===== config.mk =====
export PLATFORM = sky130hd
export DESIGN_NAME = aes_host_bridge
export DESIGN_NICKNAME = d
export VERILOG_FILES = /design/src/rtl/aes_host_bridge.sv
export SDC_FILE = /design/constraint.sdc
export NUM_CORES = 1
export LEC_CHECK = 0
export CORE_MARGIN = 2
export CORE_UTILIZATION = 40
export DETAILED_ROUTE_END_ITERATION = 8
export PLACE_DENSITY_LB_ADDON = 0.2
export SLEW_MARGIN = 20
export SYNTH_ARGS = -nofsm -noshare
export SYNTH_HDL_FRONTEND = slang
export SYNTH_SLANG_ARGS = --single-unit
export TNS_END_PERCENT = 20

===== constraint.sdc =====
create_clock -name AES_clk -period 15.45 [get_ports AES_clk]
set_input_delay 2.3175 -clock AES_clk [delete_from_list [all_inputs] [get_ports AES_clk]]
set_output_delay 2.3175 -clock AES_clk [all_outputs]
set_load 0.01 [all_outputs]

===== src/rtl/aes_host_bridge.sv =====
// aes_host_bridge: word-oriented host front end for the AES_top core.
// The host writes a 128-bit plaintext and key as 32-bit words and pulses start.
// The bridge holds AES_en for EN_HOLD_CYCLES, then waits up to TIMEOUT_CYCLES
// for AES_data_out_valid. The captured result is returned MSW first as four
// 32-bit words on a valid/ready stream.
// Ports:
//   AES_clk, AES_rst            clock, async active-high reset
//   wr_en/wr_addr/wr_data       host register writes (0-3 plaintext, 4-7 key)
//   start                       one-cycle request to run an encryption
//   busy, timeout               status (timeout is sticky until next start)
//   rd_valid/rd_ready/rd_data/rd_last  result word stream
//   AES_en/AES_data_in/AES_key_in      stimulus to the core
//   AES_data_out/AES_data_out_valid    response from the core
module aes_host_bridge #(
  parameter int unsigned EN_HOLD_CYCLES = 51,
  parameter int unsigned TIMEOUT_CYCLES = 255
) (
  input  logic         AES_clk,
  input  logic         AES_rst,
  input  logic         wr_en,
  input  logic [2:0]   wr_addr,
  input  logic [31:0]  wr_data,
  input  logic         start,
  output logic         busy,
  output logic         timeout,
  output logic         rd_valid,
  input  logic         rd_ready,
  output logic [31:0]  rd_data,
  output logic         rd_last,
  output logic         AES_en,
  output logic [127:0] AES_data_in,
  output logic [127:0] AES_key_in,
  input  logic [127:0] AES_data_out,
  input  logic         AES_data_out_valid
);

  localparam int unsigned HOLD_W = (EN_HOLD_CYCLES > 1) ? $clog2(EN_HOLD_CYCLES) : 1;
  localparam int unsigned TO_W   = (TIMEOUT_CYCLES > 1) ? $clog2(TIMEOUT_CYCLES) : 1;
  localparam logic [HOLD_W-1:0] HOLD_LAST = HOLD_W'(EN_HOLD_CYCLES - 1);
  localparam logic [TO_W-1:0]   TO_LAST   = TO_W'(TIMEOUT_CYCLES - 1);

  typedef enum logic [1:0] {IDLE, RUN, WAIT, DRAIN} state_t;

  state_t              state, state_nx;
  logic [HOLD_W-1:0]   hold_cnt, hold_nx;
  logic [TO_W-1:0]     to_cnt, to_nx;
  logic [1:0]          word_idx, idx_nx;
  logic                captured, cap_nx;
  logic [127:0]        result, result_nx;
  logic [127:0]        data_nx, key_nx;
  logic                timeout_nx, aes_en_nx, busy_nx, rd_valid_nx, rd_last_nx;
  logic [31:0]         rd_data_nx;
  logic                capture_c;
  logic [127:0]        cap_val_c;

  // Next-state, datapath and registered-output values
  always_comb begin
    state_nx   = state;
    hold_nx    = hold_cnt;
    to_nx      = to_cnt;
    idx_nx     = word_idx;
    cap_nx     = captured;
    result_nx  = result;
    data_nx    = AES_data_in;
    key_nx     = AES_key_in;
    timeout_nx = timeout;

    // Only the first valid of an operation is taken, and only while the core is active
    capture_c = ((state == RUN) || (state == WAIT)) && AES_data_out_valid && !captured;
    // Result as seen after this edge, so the first DRAIN word is correct on entry
    cap_val_c = capture_c ? AES_data_out : result;
    if (capture_c) begin
      result_nx = AES_data_out;
      cap_nx    = 1'b1;
    end

    case (state)
      IDLE: begin
        if (wr_en) begin
          if (wr_addr[2]) key_nx[{~wr_addr[1:0], 5'd0} +: 32] = wr_data;
          else            data_nx[{~wr_addr[1:0], 5'd0} +: 32] = wr_data;
        end
        if (start) begin
          state_nx   = RUN;
          hold_nx    = '0;
          to_nx      = '0;
          idx_nx     = '0;
          cap_nx     = 1'b0;
          timeout_nx = 1'b0;
        end
      end
      RUN: begin
        if (hold_cnt == HOLD_LAST) state_nx = (captured || capture_c) ? DRAIN : WAIT;
        else                       hold_nx  = hold_cnt + HOLD_W'(1);
      end
      WAIT: begin
        // Capture takes priority over a same-cycle timeout expiry
        if (capture_c) begin
          state_nx = DRAIN;
        end else if (to_cnt == TO_LAST) begin
          timeout_nx = 1'b1;
          state_nx   = IDLE;
        end else begin
          to_nx = to_cnt + TO_W'(1);
        end
      end
      DRAIN: begin
        if (rd_valid && rd_ready) begin
          if (word_idx == 2'd3) state_nx = IDLE;
          else                  idx_nx   = word_idx + 2'd1;
        end
      end
      default: state_nx = IDLE;
    endcase

    aes_en_nx   = (state_nx == RUN);
    busy_nx     = (state_nx != IDLE);
    rd_valid_nx = (state_nx == DRAIN);
    rd_last_nx  = (state_nx == DRAIN) && (idx_nx == 2'd3);
    rd_data_nx  = (state_nx == DRAIN) ? cap_val_c[{~idx_nx, 5'd0} +: 32] : 32'h0;
  end

  // State, datapath and output registers
  always_ff @(posedge AES_clk or posedge AES_rst) begin
    if (AES_rst) begin
      state       <= IDLE;
      hold_cnt    <= '0;
      to_cnt      <= '0;
      word_idx    <= '0;
      captured    <= 1'b0;
      result      <= '0;
      AES_data_in <= '0;
      AES_key_in  <= '0;
      timeout     <= 1'b0;
      AES_en      <= 1'b0;
      busy        <= 1'b0;
      rd_valid    <= 1'b0;
      rd_last     <= 1'b0;
      rd_data     <= '0;
    end else begin
      state       <= state_nx;
      hold_cnt    <= hold_nx;
      to_cnt      <= to_nx;
      word_idx    <= idx_nx;
      captured    <= cap_nx;
      result      <= result_nx;
      AES_data_in <= data_nx;
      AES_key_in  <= key_nx;
      timeout     <= timeout_nx;
      AES_en      <= aes_en_nx;
      busy        <= busy_nx;
      rd_valid    <= rd_valid_nx;
      rd_last     <= rd_last_nx;
      rd_data     <= rd_data_nx;
    end
  end

endmodule


==> metrics.txt, run 1 <==
# TYPE chip_impl_metric gauge
chip_impl_metric{name="yosysSeqAreaShare",unit="%"} 61.59
chip_impl_metric{name="p_leak",unit="nW"} 10.27
chip_impl_info{name="tritoncts",value="yes"} 1
chip_impl_metric{name="coreArea",unit="sq um"} 44120
chip_impl_metric{name="die_height",unit="um"} 215.4
chip_impl_metric{name="grt_antenna_before_repair",unit=""} 11
chip_impl_metric{name="setup_viol",unit=""} 0
chip_impl_metric{name="critical_path.max_fanout",unit=""} 71
chip_impl_metric{name="die-area",unit="sq um"} 46400
chip_impl_info{name="cts.root.buffer_cell",value="clkbuf_16"} 1
chip_impl_metric{name="crit_required",unit="ns"} 15.88
chip_impl_metric{name="setup_slack",unit="ns"} 10.47
chip_impl_metric{name="placement.io_buffers",unit=""} 461
chip_impl_info{name="yosys.area.top_type",value="dfrtp_1"} 1
chip_impl_metric{name="first_global_vias",unit=""} 13760
chip_impl_info{name="status",value="finished, final reports clean"} 1
chip_impl_metric{name="avgSynthCellArea",unit="sq um"} 11.09
chip_impl_metric{name="clkSinkCount",unit=""} 440
chip_impl_info{name="worstSetupStartpointType",value="input port"} 1
chip_impl_metric{name="route.detailed.vias_per_inst",unit=""} 5.015
chip_impl_metric{name="ctsHtreeMaxLevel",unit=""} 2
chip_impl_metric{name="ff_latch_area",unit="sq um"} 11010
chip_impl_metric{name="grt_max_degree",unit=""} 167
chip_impl_metric{name="max_slew.worst_pin.slew",unit="ns"} 1.018
chip_impl_metric{name="clock_tree.buffer_depth",unit=""} 3
chip_impl_info{name="commonest_non_fill_non_tap_cell_in_the_layout",value="clkdlybuf4s50_1"} 1
chip_impl_metric{name="vias",unit=""} 13420
chip_impl_metric{name="totalPowerFinal",unit="mW"} 3.969
chip_impl_metric{name="cts.repair.resized",unit=""} 0
chip_impl_metric{name="period_needed",unit="ns"} 4.984
chip_impl_info{name="ys.flop_type",value="dfrtp_1"} 1
chip_impl_metric{name="async_reset_ff_share",unit="%"} 100.0
chip_impl_info{name="critPathCaptureType",value="flip-flop"} 1
chip_impl_metric{name="area_growth_syn_to_layout",unit="%"} 37.01
chip_impl_metric{name="n_fill_cell",unit=""} 3893
chip_impl_metric{name="number_of_placement_rows",unit=""} 77
chip_impl_metric{name="floorplan.io_pins",unit=""} 462
chip_impl_metric{name="cts_setup_buffers",unit=""} 0
chip_impl_metric{name="drt-initial-drc-count",unit=""} 985
chip_impl_metric{name="synth_cell_types",unit=""} 52
chip_impl_metric{name="finalHoldViolations",unit=""} 0
chip_impl_metric{name="final_nets",unit=""} 2230
chip_impl_metric{name="slew_headroom",unit="%"} 32.13
chip_impl_info{name="synth.area.top_cells",value="dfrtp_1, mux2_2, nand2_1, o21ai_0, clkbuf_1"} 1
chip_impl_metric{name="routabilityCongestion",unit=""} 0.8626
chip_impl_metric{name="total_number_of_yosys_warnings",unit=""} 0
chip_impl_metric{name="place_worst_setup_slack",unit="ns"} 9.880
chip_impl_metric{name="finalHoldWorstSlack",unit="ns"} 0.4770
chip_impl_metric{name="hold_buffers",unit=""} 0
chip_impl_metric{name="worst-endpoint-arrival",unit="ns"} 5.41
chip_impl_metric{name="fin_skew",unit="ns"} 0.03115
chip_impl_metric{name="multiInputGateArea",unit="sq um"} 6377
chip_impl_info{name="most-common-layout-cells",value="clkdlybuf4s50_1, nand2_1, dfrtp_1"} 1
chip_impl_metric{name="firstDrtPassIters",unit=""} 5
chip_impl_metric{name="fin_setup_tns",unit="ns"} 0
chip_impl_metric{name="die_width",unit="um"} 215.4
chip_impl_metric{name="clock_insertion_delay_worst_skew",unit="ns"} 0.59
chip_impl_metric{name="postPlaceCellArea",unit="sq um"} 22980
chip_impl_metric{name="fin_area",unit="sq um"} 24490
chip_impl_info{name="setup_repair_after_global_routing_missed_its_margin",value="no"} 1
chip_impl_metric{name="initial_core_utilization",unit="%"} 40.51
chip_impl_metric{name="syn_inst",unit=""} 1612
chip_impl_info{name="holdCritPathClass",value="flip-flop to flip-flop"} 1
chip_impl_metric{name="total_routed_length",unit="mm"} 55.03
chip_impl_info{name="critPathKind",value="input port to flip-flop"} 1
chip_impl_metric{name="synthesis.nets",unit=""} 1794
chip_impl_metric{name="max_freq",unit="MHz"} 200.6
chip_impl_metric{name="post_synth_instance_area",unit="sq um"} 17880
chip_impl_metric{name="globalRouteOverflowTotal",unit=""} 0
chip_impl_metric{name="cts_made_buffers",unit=""} 47
chip_impl_metric{name="synth-edff-count",unit=""} 0
chip_impl_metric{name="vdd_drop_max",unit="uV"} 153.3
chip_impl_metric{name="dp_hpwl",unit="mm"} 39.51
chip_impl_metric{name="drt_drc_violations_left",unit=""} 0
chip_impl_metric{name="post_drt_wl_per_cell",unit="um"} 20.56
chip_impl_metric{name="grt_first_pass_wirelength",unit="mm"} 83.86
chip_impl_metric{name="gr-usage-all-layers",unit="%"} 23.62
chip_impl_metric{name="clkTransAtPathRegs",unit="ns"} 0.06
chip_impl_metric{name="timing.final.crit_share",unit="%"} 32.26
chip_impl_metric{name="final-max-slew-violation-count",unit=""} 0
chip_impl_metric{name="synth_top_area_share",unit="%"} 61.59
chip_impl_metric{name="ff_latch_count_synth",unit=""} 440
chip_impl_metric{name="final_layout_size_suffix_gt1_share",unit="%"} 15.78
chip_impl_metric{name="max-cap-violations",unit=""} 0
chip_impl_metric{name="power_per_cell_area",unit="nW/um^2"} 162.0
chip_impl_metric{name="detail-route-antenna-nets",unit=""} 0
## synth_stat cells, drive strengths merged (3+ instances only)
master / number
a2111oi: 3
a211oi: 4
a21oi: 37
buf: 27
clkbuf: 70
dfrtp: 440
ha: 13
inv: 14
mux2: 194
nand2: 460
nand3: 11
nand4: 7
nor2: 19
nor2b: 3
o21ai: 269
xnor2: 6
xor2: 3
## path summary, 6_finish.rpt
check	from	to	slack, ns	cells past startpoint
worst min register to register	AES_data_in[126]	AES_data_in[126]	0.48	2
worst min-delay path	AES_data_in[126]	AES_data_in[126]	0.48	2
worst max-delay path	AES_data_out_valid	rd_data[8]	10.47	7
max in group asynchronous	AES_rst	AES_key_in[97]	10.83	4
worst max register to register	state[0]	rd_data[8]	11.75	8
min in group asynchronous	AES_rst	hold_cnt[1]	2.31	2
## layout make-up
type                    count  area share (%)
flip-flops and latches    440           44.95
inverters                  15          0.2605
repair buffers            484           19.61
clock inverters             9          0.5517
multi-input cells        1060           26.04
well taps                 592           3.024
diodes                      6         0.06130
clock buffers              71           5.502
## kinds of logic (layout without fill, tap and decap cells)
family                   count (synthesis)  in the layout  synth area share [%]
AO/OA/AOI/OAI                          326            326                 10.28
buffers and inverters                  112            579                 3.016
other                                    0              6                     0
adder cells (fa/ha/maj)                 13             13                0.9099
multiplexers                           195            195                 12.28
XOR/XNOR                                 9              9                0.4410
flip-flops                             440            440                 61.59
AND/OR/NAND/NOR                        517            517                 11.49
## power breakdown
| part | internal [mW] | total (mW) | switching [mW] |
|---|---|---|---|
| Combinational | 0.657 | 1.26 | 0.600 |
| Clock | 0.649 | 1.11 | 0.458 |
| Sequential | 1.47 | 1.61 | 0.132 |
| Total | 2.78 | 3.97 | 1.19 |
## registers in the layout, indices dropped and copies added (netlist names), 2 cells and up
signal / count
state: 2
AES_key_in: 128
to_cnt: 8
word_idx: 2
hold_cnt: 6
AES_data_in: 128
rd_data: 32
result: 128
## worst max-delay path, cell delays in order
cell             delay (ns)
clkdlybuf4s50_1        0.53
and3b_4                0.80
buf_4                  0.86
mux2_2                 0.43
mux2_2                 0.26
nand2_1                0.08
a21oi_2                0.07
## per-layer routing
metal / vias up / GRT usage (%) / wire [um]
li1: 6304 / - / -
met1: 6554 / 29.33 / 22410
met4: 12 / 10.46 / 2608
met3: 131 / 7.738 / 4331
met2: 423 / 37.75 / 25610
met5: - / 0 / 73
## stage by stage
step           cells  util (%)
6_report        2677     55.51
3_3_place_gp    2590     52.09
2_1_floorplan   1612         -
4_1_cts         2670     55.45
3_5_place_dp    2590     52.09
5_1_grt         2675     55.50
No activity file was read; power rests on OpenSTA's default activity.
==> run 2: changes to the inputs <==
==> constraint.sdc (replaced) <==
create_clock -name AES_clk -period 4.8 [get_ports AES_clk]
set_input_delay 0.72 -clock AES_clk [delete_from_list [all_inputs] [get_ports AES_clk]]
set_output_delay 0.72 -clock AES_clk [all_outputs]
set_load 0.01 [all_outputs]
==> metrics.txt, run 2 (same netlist as run 1, synthesis figures left out) <==
# TYPE chip_impl_metric gauge
chip_impl_info{name="critPathCaptureType",value="flip-flop"} 1
chip_impl_info{name="status",value="finished, final reports clean"} 1
chip_impl_metric{name="globalRouteOverflowTotal",unit=""} 0
chip_impl_metric{name="p_leak",unit="nW"} 10.33
chip_impl_metric{name="total_routed_length",unit="mm"} 55.26
chip_impl_metric{name="fin_area",unit="sq um"} 24640
chip_impl_metric{name="totalPowerFinal",unit="mW"} 12.83
chip_impl_info{name="leading_registers_by_flop_count",value="AES_data_in x128, AES_key_in x128, result x128"} 1
chip_impl_metric{name="clkTransAtPathRegs",unit="ns"} 0.06
chip_impl_metric{name="max_freq",unit="MHz"} 323.2
chip_impl_info{name="setup_repair_after_global_routing_missed_its_margin",value="no"} 1
chip_impl_metric{name="route.detailed.vias_per_inst",unit=""} 5.046
chip_impl_info{name="critPathKind",value="flip-flop to flip-flop"} 1
chip_impl_metric{name="sw_frac_of_total",unit="%"} 29.64
chip_impl_metric{name="postPlaceCellArea",unit="sq um"} 23100
chip_impl_info{name="holdCritPathClass",value="flip-flop to flip-flop"} 1
chip_impl_metric{name="clock_tree.buffer_depth",unit=""} 3
chip_impl_metric{name="vdd_drop_max",unit="uV"} 336.0
chip_impl_metric{name="firstDrtPassIters",unit=""} 5
chip_impl_metric{name="detail-route-antenna-nets",unit=""} 0
chip_impl_info{name="startpoint",value="state[0]"} 1
chip_impl_metric{name="dp_hpwl",unit="mm"} 40.20
chip_impl_metric{name="slew_headroom",unit="%"} 30.41
chip_impl_info{name="worstReg2RegStart",value="state[0]"} 1
chip_impl_metric{name="period_needed",unit="ns"} 3.094
chip_impl_metric{name="max_slew.worst_pin.slew",unit="ns"} 1.041
chip_impl_metric{name="vias",unit=""} 13540
chip_impl_metric{name="die-area",unit="sq um"} 46400
chip_impl_metric{name="ff_latch_area",unit="sq um"} 11010
chip_impl_metric{name="multiInputGateArea",unit="sq um"} 6377
chip_impl_metric{name="ctsHtreeMaxLevel",unit=""} 2
chip_impl_metric{name="place_worst_setup_slack",unit="ns"} 1.532
chip_impl_info{name="tritoncts",value="yes"} 1
chip_impl_metric{name="power_frac_comb",unit="%"} 31.4
chip_impl_metric{name="finalHoldWorstSlack",unit="ns"} 0.4757
chip_impl_metric{name="final_nets",unit=""} 2232
chip_impl_metric{name="timing.final.crit_share",unit="%"} 64.47
chip_impl_metric{name="area_growth_syn_to_layout",unit="%"} 37.81
chip_impl_metric{name="layout.cells.non_filler",unit=""} 2683
chip_impl_metric{name="fin_skew",unit="ns"} 0.02002
chip_impl_metric{name="floorplan.io_pins",unit=""} 462
chip_impl_metric{name="cts_setup_buffers",unit=""} 0
chip_impl_metric{name="routabilityCongestion",unit=""} 0.8749
chip_impl_metric{name="die_height",unit="um"} 215.4
chip_impl_metric{name="placement.io_buffers",unit=""} 461
chip_impl_info{name="most-common-layout-cells",value="clkdlybuf4s50_1, nand2_1, dfrtp_1"} 1
chip_impl_metric{name="final_layout_size_suffix_gt1_share",unit="%"} 16.05
chip_impl_metric{name="first_global_vias",unit=""} 13730
chip_impl_metric{name="die_width",unit="um"} 215.4
chip_impl_metric{name="post-place-cells",unit=""} 2594
chip_impl_metric{name="n_fill_cell",unit=""} 3894
chip_impl_metric{name="clkSinkCount",unit=""} 440
chip_impl_metric{name="grt_antenna_before_repair",unit=""} 15
chip_impl_metric{name="crit_required",unit="ns"} 5.22
chip_impl_metric{name="setup_slack",unit="ns"} 1.706
chip_impl_metric{name="number_of_placement_rows",unit=""} 77
chip_impl_metric{name="final-max-slew-violation-count",unit=""} 0
chip_impl_metric{name="grt_first_pass_wirelength",unit="mm"} 83.90
chip_impl_metric{name="cellInternalPower",unit="mW"} 9.029
chip_impl_info{name="worstSetupStartpointType",value="flip-flop"} 1
chip_impl_metric{name="reg_power_share",unit="%"} 40.3
chip_impl_metric{name="worst-endpoint-arrival",unit="ns"} 3.52
chip_impl_metric{name="clock_insertion_delay_worst_skew",unit="ns"} 0.57
chip_impl_metric{name="max-cap-violations",unit=""} 0
chip_impl_metric{name="coreArea",unit="sq um"} 44120
chip_impl_metric{name="drt_drc_violations_left",unit=""} 0
chip_impl_metric{name="cts_made_buffers",unit=""} 46
chip_impl_metric{name="setup_viol",unit=""} 0
chip_impl_info{name="worst_hold_startpoint",value="AES_key_in[110]"} 1
chip_impl_metric{name="initial_core_utilization",unit="%"} 40.51
chip_impl_metric{name="drt-initial-drc-count",unit=""} 996
chip_impl_metric{name="power_frac_clock",unit="%"} 28.2
chip_impl_metric{name="hold_buffers",unit=""} 0
chip_impl_metric{name="switching_power_summed_over_all_nets",unit="mW"} 3.804
chip_impl_info{name="cts.root.buffer_cell",value="clkbuf_16"} 1
chip_impl_metric{name="gr-usage-all-layers",unit="%"} 23.70
chip_impl_metric{name="cts.repair.resized",unit=""} 0
chip_impl_info{name="commonest_non_fill_non_tap_cell_in_the_layout",value="clkdlybuf4s50_1"} 1
chip_impl_metric{name="power_per_cell_area",unit="nW/um^2"} 520.9
chip_impl_metric{name="grt_max_degree",unit=""} 145
chip_impl_metric{name="post_drt_wl_per_cell",unit="um"} 20.60
chip_impl_metric{name="finalHoldViolations",unit=""} 0
chip_impl_metric{name="critical_path.max_fanout",unit=""} 42
==> run 2: cell count changes in the layout (fill, tap and decap cells not counted) <==
cell,previous run,this run
buf_12,1,8
buf_4,21,18
clkbuf_8,6,9
clkinv_2,4,7
diode_2,6,4
buf_6,1,0
bufinv_16,3,4
clkbuf_16,48,47
clkinv_1,0,1
clkinv_8,1,0
clkinvlp_4,0,1
inv_2,2,1
inv_8,1,0
==> run 2: layer usage <==
metal  share of wire [%]  vias to the layer above  global-route usage, %
met5                0.22                        -                      0
met4                 3.5                       18                  8.690
met3                 8.6                      120                  8.499
met2                  47                      473                  38.53
met1                  40                     6596                  29.12
li1                    -                     6331                      -
==> run 2: path summary, 6_finish.rpt <==
path,endpoint,slack [ns],depth (start not counted)
worst min register to register,AES_key_in[110],0.48,2
max in group asynchronous,rd_data[2],2.99,3
worst min-delay path,AES_key_in[110],0.48,2
min in group asynchronous,AES_data_in[28],0.60,2
worst max register to register,AES_key_in[80],1.71,6
worst max-delay path,AES_key_in[80],1.71,6
==> run 2: through the flow <==
| step | utilization (%) | TNS (ns) |
|---|---|---|
| 6_report | 55.83 | 0 |
| 5_1_grt | 55.82 | 0 |
| 4_1_cts | 55.81 | 0 |
| 3_5_place_dp | 52.35 | 0 |
| 3_3_place_gp | 52.35 | 0 |
| 2_1_floorplan | - | -820.71 |
==> run 2: worst max-delay path, cell delays in order (launching register included) <==
cell and delay (ns):
dfrtp_1 0.41, inv_1 0.15, ha_1 0.70, nand4_1 0.89
buf_4 0.56, nand2_1 0.12, o21ai_0 0.09
==> run 2: power by group through the flow <==
stage               clock (mW)  combinational (mW)  sequential [mW]
CTS                       3.71                4.08             5.19
floorplan                    0                2.27             5.35
detailed placement           0                4.07             5.25
global placement             0                3.98             5.21
finish                    3.62                4.04             5.18
global route              3.87                4.41             5.29
==> run 2: area by class of cell <==
class	count	area share, %
repair buffers	487	19.93
diodes	4	0.04063
flip-flops and latches	440	44.69
clock buffers	73	5.536
clock inverters	12	0.6653
inverters	15	0.2438
multi-input cells	1060	25.89
well taps	592	3.007
